<file path="src/rtl/mux_nto1_pipe.sv">
// N-to-1 multiplexer with a registered output stage, valid/ready handshake and a
// 2-entry skid buffer so ready_o stays registered while sustaining full throughput.
module mux_nto1_pipe #(
  parameter int SIZE   = 32,
  parameter int NUM_IN = 4,
  parameter int SEL_W  = 2
) (
  input  logic                   clk_i,
  input  logic                   rst_i,
  input  logic [NUM_IN*SIZE-1:0] data_i,
  input  logic [SEL_W-1:0]       select_i,
  input  logic                   valid_i,
  output logic                   ready_o,
  input  logic                   flush_i,
  output logic [SIZE-1:0]        data_o,
  output logic                   valid_o,
  output logic                   sel_err_o,
  input  logic                   ready_i
);

  generate
    if (NUM_IN < 2 || NUM_IN > (1 << SEL_W)) begin : g_bad_cfg
      $fatal(1, "mux_nto1_pipe: NUM_IN must lie in 2..2**SEL_W");
    end
  endgenerate

  logic [SIZE-1:0] sel_data_s;
  logic            sel_hit_s;
  logic            sel_err_s;

  logic [SIZE-1:0] data_r;
  logic            err_r;
  logic            valid_r;
  logic [SIZE-1:0] skid_data_r;
  logic            skid_err_r;
  logic            ready_r;

  logic [SIZE-1:0] data_nxt_s;
  logic            err_nxt_s;
  logic            valid_nxt_s;
  logic [SIZE-1:0] skid_data_nxt_s;
  logic            skid_err_nxt_s;
  logic            ready_nxt_s;

  logic            skid_full_s;
  logic            in_s;
  logic            out_s;

  // AND-OR select; an index with no matching input yields zero data and the error flag.
  always_comb begin
    sel_data_s = {SIZE{1'b0}};
    sel_hit_s  = 1'b0;
    for (int k = 0; k < NUM_IN; k++) begin
      sel_data_s = sel_data_s | (data_i[k*SIZE +: SIZE] & {SIZE{select_i == SEL_W'(k)}});
      sel_hit_s  = sel_hit_s | (select_i == SEL_W'(k));
    end
    sel_err_s = ~sel_hit_s;
  end

  // The skid slot is occupied exactly when the stage refuses new input.
  assign skid_full_s = ~ready_r;
  assign in_s        = valid_i & ready_r;
  assign out_s       = valid_r & ready_i;

  // Next-state for main register and skid slot; every branch defaults to hold.
  always_comb begin
    data_nxt_s      = data_r;
    err_nxt_s       = err_r;
    valid_nxt_s     = valid_r;
    skid_data_nxt_s = skid_data_r;
    skid_err_nxt_s  = skid_err_r;
    ready_nxt_s     = ready_r;
    if (flush_i) begin
      data_nxt_s  = {SIZE{1'b0}};
      err_nxt_s   = 1'b0;
      valid_nxt_s = 1'b0;
      ready_nxt_s = 1'b1;
    end else if (skid_full_s) begin
      if (out_s) begin
        data_nxt_s  = skid_data_r;
        err_nxt_s   = skid_err_r;
        valid_nxt_s = 1'b1;
        ready_nxt_s = 1'b1;
      end else begin
        valid_nxt_s = 1'b1;
      end
    end else if (!valid_r || out_s) begin
      if (in_s) begin
        data_nxt_s  = sel_data_s;
        err_nxt_s   = sel_err_s;
        valid_nxt_s = 1'b1;
      end else begin
        valid_nxt_s = 1'b0;
      end
    end else begin
      // Main register stalled: a new item parks in the skid slot.
      if (in_s) begin
        skid_data_nxt_s = sel_data_s;
        skid_err_nxt_s  = sel_err_s;
        ready_nxt_s     = 1'b0;
      end else begin
        ready_nxt_s = 1'b1;
      end
    end
  end

  // State registers with synchronous reset taking priority over everything.
  always_ff @(posedge clk_i) begin
    if (rst_i) begin
      data_r      <= {SIZE{1'b0}};
      err_r       <= 1'b0;
      valid_r     <= 1'b0;
      skid_data_r <= {SIZE{1'b0}};
      skid_err_r  <= 1'b0;
      ready_r     <= 1'b1;
    end else begin
      data_r      <= data_nxt_s;
      err_r       <= err_nxt_s;
      valid_r     <= valid_nxt_s;
      skid_data_r <= skid_data_nxt_s;
      skid_err_r  <= skid_err_nxt_s;
      ready_r     <= ready_nxt_s;
    end
  end

  assign data_o    = data_r;
  assign sel_err_o = err_r;
  assign valid_o   = valid_r;
  assign ready_o   = ready_r;

endmodule

</file>
<file path="config.mk">
export PLATFORM = sky130hd
export DESIGN_NAME = mux_nto1_pipe
export DESIGN_NICKNAME = d
export VERILOG_FILES = /design/src/rtl/mux_nto1_pipe.sv
export SDC_FILE = /design/constraint.sdc
export NUM_CORES = 1
export LEC_CHECK = 0
export BUFFER_PORTS_ARGS = -buffer_cell sky130_fd_sc_hd__buf_2
export CAP_MARGIN = 10
export CORE_MARGIN = 2
export CORE_UTILIZATION = 50
export CTS_BUF_LIST = sky130_fd_sc_hd__clkbuf_4 sky130_fd_sc_hd__clkbuf_8 sky130_fd_sc_hd__clkbuf_16
export DETAILED_ROUTE_END_ITERATION = 10
export HOLD_SLACK_MARGIN = 0.15
export PLACE_DENSITY_LB_ADDON = 0.05
export SLEW_MARGIN = 40
export SYNTH_ARGS = -nofsm -noshare
export SYNTH_HDL_FRONTEND = slang
export SYNTH_SLANG_ARGS = --single-unit
export TNS_END_PERCENT = 50
</file>
<file path="constraint.sdc">
create_clock -name clk_i -period 3.4 [get_ports clk_i]
set_clock_uncertainty 0.1 [all_clocks]
set_input_delay 0.51 -clock clk_i [delete_from_list [all_inputs] [get_ports clk_i]]
set_output_delay 0.51 -clock clk_i [all_outputs]
set_load 0.02 [all_outputs]
</file>
=== Word-level counts from Yosys, hierarchy flattened ===
Index checks and enable logic that the tools add are counted.

* Register bits after elaboration: 68
* Word-level logic and storage cells: 48

* Bitwise logic cells: 15
* Reductions and logical operators: 7
* Eq/ne operators: 5
* Mux-type cells: 15

{| class="wikitable"
|+ Operators by type and width
! cell !! number
|-
| bitwise AND 32 bit || 4
|-
| two-way mux 32 bit || 4
|-
| OR 32 bit || 3
|-
| two-way mux 1 bit || 11
|-
| == test 2 bit, second input constant || 2
|-
| != test 2 x 1 -> 1 bit, second input constant || 2
|-
| AND reduction 4 bit || 1
|-
| NOT 1 bit || 3
|-
| OR 1 bit || 3
|-
| AND reduction 3 bit || 1
|-
| bitwise AND 1 bit || 2
|-
| == test 2 x 1 -> 1 bit, second input constant || 1
|-
| logical NOT 2 bit || 1
|-
| nonzero test 2 bit || 1
|-
| OR reduction 2 bit || 1
|-
| logical NOT 1 bit || 1
|-
| logical OR 1 bit || 1
|}

=== Depth between registers and ports, before layout ===
* Depth after elaboration: 8
* Depth in mapped cells: 7

=== Least setup slack after synthesis ===
OpenSTA, ideal clock, no wires.

* Kind: input to register
* Start: input port select_i[0]
* End: register data_r[0] (netlist: data_o[0])
* Library setup time: 0.146 ns
* Required time: 3.154 ns
* Data arrival time: 1.534 ns
* Path slack: 1.620 ns
* Cell stages on the path: 5
* Cells stage by stage: buf_6 > buf_6 > mux4_2 > mux2i_1 > a211oi_2

* Longest elaborated chain between the ends: 8
* Elaborated cells on any way between the ends: 14

{| class="wikitable"
|+ RTL lines
! item !! line !! source
|-
| from (decl) || 11 || <nowiki>input logic [SEL_W-1:0] select_i,</nowiki>
|-
| == test 2 x 1 -> 1 bit / logical NOT 2 bit (equally long branches) || 54 || <nowiki>sel_data_s = sel_data_s | (data_i[k*SIZE +: SIZE] & {SIZE{select_i == SEL_W'(k)}});</nowiki>
|-
| bitwise AND 32 bit || 54 ||
|-
| OR 32 bit (2 in series) || 54 ||
|-
| OR 32 bit * || 54 ||
|-
| two-way mux 32 bit * || 88 || <nowiki>if (in_s) begin</nowiki>
|-
| two-way mux 32 bit * || 87 || <nowiki>end else if (!valid_r || out_s) begin</nowiki>
|-
| two-way mux 32 bit * || 78 || <nowiki>end else if (skid_full_s) begin</nowiki>
|-
| to (signal assigned) || 110 || <nowiki>data_r <= {SIZE{1'b0}};</nowiki>
|-
| to (signal assigned) || 117 || <nowiki>data_r <= data_nxt_s;</nowiki>
|-
| to (decl) || 31 || <nowiki>logic [SIZE-1:0] data_r;</nowiki>
|}

Every way passes the cells marked *; elsewhere a longest branch is shown, timed or not. The select of a mux whose other input is x is not followed.
A chain may end at the register's enable or synchronous reset.

=== Final worst setup path ===
* Start: register ready_r (netlist: ready_o)
* End: register skid_data_r[11]

* Longest elaborated chain between the ends: 2

{| class="wikitable"
|+ RTL lines
! item !! line !! source
|-
| from (decl) || 36 || <nowiki>logic ready_r;</nowiki>
|-
| from (signal assigned) || 122 || <nowiki>ready_r <= ready_nxt_s;</nowiki>
|-
| bitwise AND 1 bit || 62 || <nowiki>assign in_s = valid_i & ready_r;</nowiki>
|-
| AND reduction 4 bit (no line) * || n/a ||
|-
| to (signal assigned) || 113 || <nowiki>skid_data_r <= {SIZE{1'b0}};</nowiki>
|-
| to (signal assigned) || 120 || <nowiki>skid_data_r <= skid_data_nxt_s;</nowiki>
|-
| to (decl) || 34 || <nowiki>logic [SIZE-1:0] skid_data_r;</nowiki>
|}

Every way passes the cells marked *; elsewhere a longest branch is shown, timed or not.

==> flow_summary.yaml <==
sta:
  hold_viol_final: 0
  drv_slew: 0
  fin_crit_sh_pct: 61.03
  rsz0062_at_grt: "false"
  period_needed_ps: 2075
  hold-worst-slack_ps: 336.3
  fin_setup_tns_ps: 0
  setup_viol: 0
  max_slew_margin_pct: 47.63
  fmax_ghz: 0.4819
  tightest_slew_ps: 785.5
logic_synthesis:
  syn_area_um2: 3571
  yosys_register_bits: 68
  synth_nets: 412
  synth_top_family_by_area: "multiplexers"
  synth_seq_area_share_pct: 38.12
  synth_compound_area_share_pct: 24.35
  synth_top_cells_by_area: "dfxtp_1 (38%), mux4_2 (20%), a211oi_2 (11%)"
  synth_top_area_share_pct: 38.12
  ys.warnings.count: 0
  yosys.area.top_type: "dfxtp_1"
  yosys.area_share.simple_pct: 1.752
  synthAdderAreaFrac_pct: 0
  avgSynthCellArea_um2: 12.89
  synth_mux_area_share_pct: 29.57
  synth_cell_types: 24
  synth_cells: 277
  synth_xor_area_share_pct: 0
cts:
  post_cts_buffers: 0
  ctsLongestPathBuffers: 2
  cts-hold-fix-buffers: 0
  numClockSinks: 68
  cts_buffers: 9
  clk_pin_slew_ps: 70
  cts_root_buf: "clkbuf_8"
  cts-resized-gates: 0
  worstSkewPairLatency_ps: 340
  htreeDepth: 3
  cts_tree: "done"
worst_hold_path:
  whs_endpoint: "ready_o"
  hold_start: "ready_i"
  min_path_type: "input pin to flop"
  whs_path_depth: 2
placement:
  gp_congestion: 0.7209
  place_inst: 519
  dp_hpwl_mm: 6.448
  portBuffers: 169
layout:
  final_common_cell: "buf_2"
  area.sequential_um2: 1363
  drive_gt1_share_pct: 59.68
  final_cell_mix: "buf_2 (169), dfxtp_1 (67), a21oi_1 (34)"
  antenna_cells: 0
  fillers: 550
  fin_cells: 535
  fin_nets: 569
  syn_to_final_growth_pct: 30.55
  multi_input_area_um2: 2003
critical_path:
  worstPathCellList: "buf_4 -> and4b_1 -> a21oi_4 -> buf_16 -> a22o_1"
  r2r_start: "ready_o"
  crit_slowest_cell: "buf_4"
  r2r_cells: 5
  crit_path_start_kind: "flop"
  critical_path.endpoint_type: "flop"
  crit_path_max_fanout: 37
  rrSetupSlack_ps: 1320
  path_class: "flop to flop"
  cp_data_arrival_time_ps: 2210
  required_ps: 3540
  crit_start: "ready_o"
  slowest_delay_ps: 510
  rr_endpoint: "skid_data_r[11]"
die:
  core_um2: 6869
  die_y_um: 88.51
  die_area_um2: 7834
  ioPinCount: 170
  die_w_um: 88.51
  rows: 30
  start_util_pct: 51.99
global_routing:
  grt_first_pass_wirelength_mm: 14.42
  grt_max_degree: 38
  antenna_found_initial: 0
  globalRouteTotalUtil_pct: 24.24
  grt_pass1_vias: 2967
  grt_overflow: 0
detailed_routing:
  finalWirelength_mm: 9.229
  viasPerCell: 5.630
  dr.first_iter.drc_count: 87
  via_count: 3012
  wire_per_inst_um: 17.25
  dr.pass1.iters: 4
  ant_nets: 0
  drc: 0
pwr:
  p_leak_nw: 2.233
  irDropWorstVdd_v: 0.0002816
  internal-power_w: 0.001473
  clockPowerShare_pct: 39.2
  switching_power_w: 0.0005026
  seqPwrFrac_pct: 42.2
  power_frac_comb_pct: 18.6
  cellPowerDensity_nw_per_um2: 423.8
  switching_share_pct: 25.44
outcome:
  status: "finished, final reports clean"
flow_run:
  timing.max_cap.violations: 0
## synth_stat cells (all sizes together)
library cell,n
a211oi,32
a21bo,1
a21oi,35
a221o,1
a22o,32
and2,2
and4b,1
buf,24
clkbuf,8
dfxtp,68
inv,2
mux2,1
mux2i,32
mux4,32
nand2,1
nand2b,1
nand3b,1
nor2,1
nor3b,1
or2,1
## routing by layer
layer | track usage (%) | share of wire [%] | vias up
met5 | 0 | 0 | -
met4 | 10.33 | 2.0 | 0
met3 | 5.131 | 7.5 | 14
met2 | 38.96 | 48 | 125
met1 | 31.86 | 42 | 1452
li1 | - | - | 1421
## kinds of logic (layout without fill, tap and decap cells)
kind of cell / after synthesis / count (layout)
DFF: 68 / 68
AOI/OAI and AO/OA: 101 / 101
muxes: 65 / 65
buffers and inverters: 34 / 196
and+or+nand+nor: 9 / 9
## layout make-up
cell class / count / area share, %
tap: 96 / 2.576
inverter: 2 / 0.1610
clock inverter: 4 / 1.503
multi-input combinational: 175 / 42.97
sequential: 68 / 29.23
timing repair buffer: 178 / 20.02
clock buffer: 12 / 3.543
## state kept, by name (all words and copies together) (netlist names)
register     flops
skid_err_r       1
ready_o          1
valid_o          1
skid_data_r     32
data_o          32
sel_err_o        1
## power by group through the flow
stage               Combinational [W]  Sequential (W)  Clock (W)
global route                 0.000400        0.000836   0.000818
detailed placement           0.000371        0.000852          0
finish                       0.000368        0.000834   0.000773
floorplan                    0.000219        0.000875          0
global placement             0.000358        0.000852          0
CTS                          0.000373        0.000834   0.000782
## critical path: cells and delay by family, from the launching register on
family / cells / cell delay (ps)
buf+inv: 2 / 720
flops: 1 / 330
compound gates: 2 / 430
simple gates: 1 / 370
## through the flow
| step | area [um2] | setup WS, ps | util (%) | total power (W) |
|---|---|---|---|---|
| 2_1_floorplan | 3571 | 1620 | - | 0.001094 |
| 3_3_place_gp | 4399 | 1175 | 64.04 | 0.001210 |
| 3_5_place_dp | 4427 | 1168 | 64.44 | 0.001223 |
| 4_1_cts | 4662 | 1290 | 67.87 | 0.001989 |
| 5_1_grt | 4662 | 1212 | 67.87 | 0.002054 |
| 6_report | 4662 | 1325 | 67.87 | 0.001976 |
## worst max path at each step
| stage | endpoint | cells past startpoint |
|---|---|---|
| floorplan | data_o[0] | 5 |
| global placement | skid_data_r[10] | 4 |
| detailed placement | data_o[31] | 5 |
| CTS | ready_o | 2 |
| global route | data_o[27] | 4 |
| finish | skid_data_r[11] | 5 |
Note: power is estimated with default switching activity, not from simulation.
